`config.mk`:
```
export PLATFORM = sky130hd
export DESIGN_NAME = prog_loader
export DESIGN_NICKNAME = d
export VERILOG_FILES = /design/src/rtl/cpu_pkg.sv /design/src/rtl/prog_loader.sv
export SDC_FILE = /design/constraint.sdc
export NUM_CORES = 1
export LEC_CHECK = 0
export ABC_CLOCK_PERIOD_IN_PS = 4550
export CORE_MARGIN = 4
export CORE_UTILIZATION = 40
export DETAILED_ROUTE_END_ITERATION = 8
export GPL_TIMING_DRIVEN = 0
export PLACE_DENSITY = 0.59
export SETUP_SLACK_MARGIN = 0.4
export SYNTH_ARGS = -nofsm -noshare
export SYNTH_HDL_FRONTEND = slang
export SYNTH_SLANG_ARGS = --single-unit
```
`constraint.sdc`:
```
create_clock -name clk -period 4.55 [get_ports clk]
set_input_delay 0.455 -clock clk [delete_from_list [all_inputs] [get_ports clk]]
set_output_delay 0.455 -clock clk [all_outputs]
set_load 0.02 [all_outputs]
```
`src/rtl/cpu_pkg.sv`:
```
// Shared CPU definitions used by the program loader.
// Holds the instruction word geometry, the loader frame header byte and
// the loader FSM state encoding (3 bits).
package cpu_pkg;

  localparam int INSTR_W = 16;
  localparam int OPC_MSB = 15;
  localparam int OPC_LSB = 10;

  localparam logic [7:0] LOADER_HDR = 8'hA5;

  typedef enum logic [2:0] {
    IDLE  = 3'd0,
    COUNT = 3'd1,
    HI    = 3'd2,
    LO    = 3'd3,
    WR    = 3'd4,
    CHECK = 3'd5,
    DONE  = 3'd6,
    ERR   = 3'd7
  } loader_state_e;

endpackage

```
`src/rtl/prog_loader.sv`:
```
// prog_loader: serial program loader, the write side of CPU program memory.
//
// Receives frames  HDR, N, N x {hi, lo}, CHK  (CHK = XOR of N and all
// instruction bytes), writes each {hi, lo} word to program memory and
// keeps the CPU in reset until a frame completes with a matching checksum.
//
// Handshake: a byte transfers on a rising clk edge where byte_valid and
// byte_ready are both high. byte_ready depends on state only (low during
// the single write cycle) and never on byte_valid; a byte offered while
// byte_ready is low stays on the bus until it is accepted.
//
// Ports:
//   clk, reset        clock, synchronous active-high reset
//   byte_in/valid     incoming byte stream
//   byte_ready        loader can accept a byte this cycle
//   pm_we/addr/wdata  program memory write port (one-cycle pulse per word)
//   cpu_hold          CPU held in reset while high
//   done / error      result of the last frame, sticky until the next HDR
//   dbg_state         current FSM state, for observation only
module prog_loader
  import cpu_pkg::*;
#(
  parameter int         ADDR_W        = 10,
  parameter logic [7:0] HDR           = LOADER_HDR,
  parameter bit         HOLD_AT_RESET = 1'b1
) (
  input  logic                clk,
  input  logic                reset,
  input  logic [7:0]          byte_in,
  input  logic                byte_valid,
  output logic                byte_ready,
  output logic                pm_we,
  output logic [ADDR_W-1:0]   pm_addr,
  output logic [INSTR_W-1:0]  pm_wdata,
  output logic                cpu_hold,
  output logic                done,
  output logic                error,
  output loader_state_e       dbg_state
);

  // Largest instruction count that fits in memory without wrapping.
  localparam logic [31:0] MAX_N = 32'd1 << ADDR_W;

  loader_state_e     state_q, state_d;
  logic [7:0]        cnt_q, cnt_d;
  logic [ADDR_W-1:0] addr_q, addr_d;
  logic [7:0]        chk_q, chk_d;
  logic [7:0]        hi_q, hi_d;
  logic [7:0]        lo_q, lo_d;
  logic              done_q, done_d;
  logic              error_q, error_d;
  logic              hold_q, hold_d;

  logic              take;
  logic              n_bad;

  assign take  = byte_valid & byte_ready;
  assign n_bad = (byte_in == 8'd0) || ({24'd0, byte_in} > MAX_N);

  always_comb begin
    state_d = state_q;
    cnt_d   = cnt_q;
    addr_d  = addr_q;
    chk_d   = chk_q;
    hi_d    = hi_q;
    lo_d    = lo_q;
    done_d  = done_q;
    error_d = error_q;
    hold_d  = hold_q;

    unique case (state_q)
      IDLE, DONE, ERR: begin
        // Only a header byte starts a frame; anything else is dropped.
        if (take && byte_in == HDR) begin
          state_d = COUNT;
          hold_d  = 1'b1;
          done_d  = 1'b0;
          error_d = 1'b0;
          addr_d  = '0;
        end
      end
      COUNT: begin
        if (take) begin
          if (n_bad) begin
            state_d = ERR;
            error_d = 1'b1;
          end else begin
            cnt_d   = byte_in;
            chk_d   = byte_in;
            state_d = HI;
          end
        end
      end
      HI: begin
        if (take) begin
          hi_d    = byte_in;
          chk_d   = chk_q ^ byte_in;
          state_d = LO;
        end
      end
      LO: begin
        if (take) begin
          lo_d    = byte_in;
          chk_d   = chk_q ^ byte_in;
          state_d = WR;
        end
      end
      WR: begin
        // The write happens in this cycle; advance for the next word.
        addr_d  = addr_q + 1'b1;
        cnt_d   = cnt_q - 8'd1;
        state_d = (cnt_q == 8'd1) ? CHECK : HI;
      end
      CHECK: begin
        if (take) begin
          if (byte_in == chk_q) begin
            state_d = DONE;
            done_d  = 1'b1;
            hold_d  = 1'b0;
          end else begin
            state_d = ERR;
            error_d = 1'b1;
          end
        end
      end
      default: state_d = IDLE;
    endcase
  end

  always_ff @(posedge clk) begin
    if (reset) begin
      state_q <= IDLE;
      cnt_q   <= '0;
      addr_q  <= '0;
      chk_q   <= '0;
      hi_q    <= '0;
      lo_q    <= '0;
      done_q  <= 1'b0;
      error_q <= 1'b0;
      hold_q  <= HOLD_AT_RESET;
    end else begin
      state_q <= state_d;
      cnt_q   <= cnt_d;
      addr_q  <= addr_d;
      chk_q   <= chk_d;
      hi_q    <= hi_d;
      lo_q    <= lo_d;
      done_q  <= done_d;
      error_q <= error_d;
      hold_q  <= hold_d;
    end
  end

  // The write strobe comes straight from the state register; reset masks
  // it so a write pending in the reset cycle never reaches memory.
  assign pm_we      = (state_q == WR) && !reset;
  assign pm_addr    = addr_q;
  assign pm_wdata   = {hi_q, lo_q};
  assign byte_ready = (state_q != WR);
  assign cpu_hold   = hold_q;
  assign done       = done_q;
  assign error      = error_q;
  assign dbg_state  = state_q;

endmodule
```
==> flow_summary.ini <==
[detailed_routing]
dr.first_iter.drc_count = 99
firstDrtPassIters = 4
wl_um = 6560
routedWlPerCell_um = 15.2
ant_nets = 0
vias = 2351
routed_via_density = 5.45
drc = 0

[sta]
skew_ps = 5.56
fin_crit_ps = 2720
slew-limit-headroom_pct = 61.9
setup_viol = 0
fin_crit_sh_pct = 59.8
worstMarginPinSlew_ps = 571
hold_violations = 0
fin_setup_tns_ps = 0
slew_viol_final = 0
max_freq_mhz = 367
rsz0062_at_grt = no

[floorplan]
row_count = 28
die-area_sq_um = 7630
start_util_pct = 41.8
die_x_um = 87.4
coreArea_sq_um = 6030
die_h_um = 87.4
io_pins = 45

[synthesis]
netlist_area_sq_um = 2520
synthMuxAreaShare_pct = 1.29
synth.distinct_cells = 49
netlist_instances = 313
synth-seq-cells = 48
synthArstFlopShare_pct = 0
synth_warnings = 0
synth_ff_type = dfxtp_1
syn_nets = 327
synth_compound_area_share_pct = 22.4
synth_fa_ha_area_share_pct = 1.49
synth_xor_area_share_pct = 2.78
synth_simple_gate_area_share_pct = 25.8
synth_edf_count = 0
synth_top_family_by_area = simple AND/OR/NAND/NOR gates
ys_seq_area_share_pct = 38.1
avgSynthCellArea_sq_um = 8.05

[setup_path]
cp.arrival_ps = 2270
cp-start-kind = flip-flop
end_kind = output pin
worstSetupPathType = flip-flop to output pin
cp_top_family = buffers and inverters
worst-path-buf-inv = 3
crit_slowest_cell = clkdlybuf4s50_1
required_ps = 4090
worstPathCellList = nor3b_2 -> inv_2 -> clkbuf_1 -> nor2_1 -> clkdlybuf4s50_1
slowest_delay_ps = 620
worst-path-max-fanout = 10

[clock_network]
htreeDepth = 2
insertion_delay_ps = 310
cts-root-buf = clkbuf_8
cts_buffers = 5
tritoncts = yes
clock-sinks = 48
cts_buffer_depth = 2
cts_setup_buffers = 0
clk_pin_slew_ps = 90
cts_resized = 0
hold_buffers = 0

[grt]
overflow = 0
antenna_found_initial = 0
grt_pass1_wl_um = 10800
grt.total_usage_pct = 18.0
grt_start_max_net_pins = 16
grt_pass1_vias = 2189

[placed_design]
dp_hpwl_um = 4640
port_buffers = 35
gp_congestion = 0.836

[power_and_ir_drop]
powerDensity_nw_per_um2 = 253
pwr-share-comb_pct = 5.4
p_int_uw = 598
total_power_uw = 777
swShare_pct = 23.0
peakVddDrop_uv = 141
switchingPower_uw = 179
clkPwrFrac_pct = 40.5
p_seq_share_pct = 54.1
power.leakage_nw = 0.984

[worst_hold_path]
min_path_type = input port to flip-flop

[cells_and_area]
diodes = 0
drive_gt1_share_pct = 10.7
syn_to_final_growth_pct = 22.0
nNetsFinal = 369
layout_common_cells = 56 x nand2_1, 48 x dfxtp_1, 47 x a21oi_1
final_common_cell = nand2_1
nFillCells = 589

[job]
cap_violations = 0

[outcome]
status = finished clean
## path summary, 6_finish.rpt
check / start / end / slack (ps) / cells after the start
max: dbg_state[0] / pm_we / 1830 / 5
min: byte_in[1] / hi_q[1] / 410 / 3
max reg2reg: dbg_state[0] / pm_addr[9] / 2610 / 6
min reg2reg: hi_q[2] / hi_q[2] / 460 / 2
## flip-flops by register name, summed over array words and instances (netlist names)
| name | flops |
|---|---|
| pm_addr | 10 |
| chk_q | 8 |
| cnt_q | 8 |
| hi_q | 8 |
| lo_q | 8 |
| dbg_state | 3 |
| cpu_hold | 1 |
| done | 1 |
| error | 1 |
## synth_stat cells, types with 2 or more instances
cell type | n | area (sq um)
a211oi_1 | 4 | 30.0
o2111ai_1 | 2 | 17.5
nand2_1 | 56 | 210
or2_2 | 3 | 18.8
nor2_1 | 26 | 97.6
dfxtp_1 | 48 | 961
ha_1 | 3 | 37.5
a31oi_1 | 5 | 31.3
xor2_1 | 8 | 70.1
a311oi_1 | 2 | 17.5
nand2b_1 | 3 | 18.8
o211ai_1 | 9 | 67.6
or3_1 | 2 | 12.5
a21o_1 | 2 | 15.0
nor3_1 | 7 | 35.0
nor4_1 | 5 | 31.3
nor4_4 | 2 | 42.5
nand4_1 | 2 | 12.5
a21oi_1 | 47 | 235
o21ai_0 | 11 | 55.1
buf_2 | 2 | 10.0
buf_4 | 5 | 37.5
clkbuf_1 | 8 | 30.0
nand3_1 | 17 | 85.1
clkbuf_8 | 4 | 55.1
inv_1 | 6 | 22.5
mux2_2 | 2 | 22.5
## worst register-to-register path: stages, from the launching register on
cell	delay, ps
dfxtp_1	440
nor3b_2	400
inv_2	120
nor3_1	210
nand4_1	200
or3_1	380
a21oi_1	130
## power groups by stage
stage | clock (mW) | combinational (mW) | sequential, mW
2_1_floorplan | 0 | 0.0308 | 0.430
3_3_place_gp | 0 | 0.0429 | 0.430
6_report | 0.315 | 0.0421 | 0.420
4_1_cts | 0.324 | 0.0427 | 0.420
5_1_grt | 0.339 | 0.0450 | 0.420
3_5_place_dp | 0 | 0.0426 | 0.430
## stage by stage
stage               area, sq um  setup slack (ps)  cells  hold slack [ps]  util [%]
detailed placement         2960              1960    423              451      49.2
global placement           2960              1980    423              445      49.2
CTS                        3080              1810    431              408      51.0
floorplan                  2520              2650    313              479         -
finish                     3080              1830    431              414      51.0
global route               3080              1680    431              406      51.0
## layer usage
metal  GRT usage, %  wire length (um)  vias to the layer above
li1               -                 -                     1189
met1           23.8              2980                     1101
met2           28.9              3160                       55
met3           3.69               309                        6
met4           6.00                99                        0
met5              0                 0                        -
## cells by family after synthesis
| logic type | Yosys count |
|---|---|
| mux | 3 |
| buf+inv | 28 |
| compound gates | 90 |
| flops | 48 |
| xor+xnor | 8 |
| simple gates | 133 |
| fa+ha+maj | 3 |
## final cells by class
type                            instances  area [sq um]  share of cell area (%)
Clock buffer                            5          68.8                    2.24
Tap cell                               75          93.8                    3.05
Buffer                                 21           176                    5.74
Inverter                                7          26.3                   0.854
Sequential cell                        48           961                    31.2
Timing Repair Buffer                   35           350                    11.4
Multi-Input combinational cell        237          1360                    44.1
Clock inverter                          3          42.5                    1.38
(Power assumes the default switching activity.)
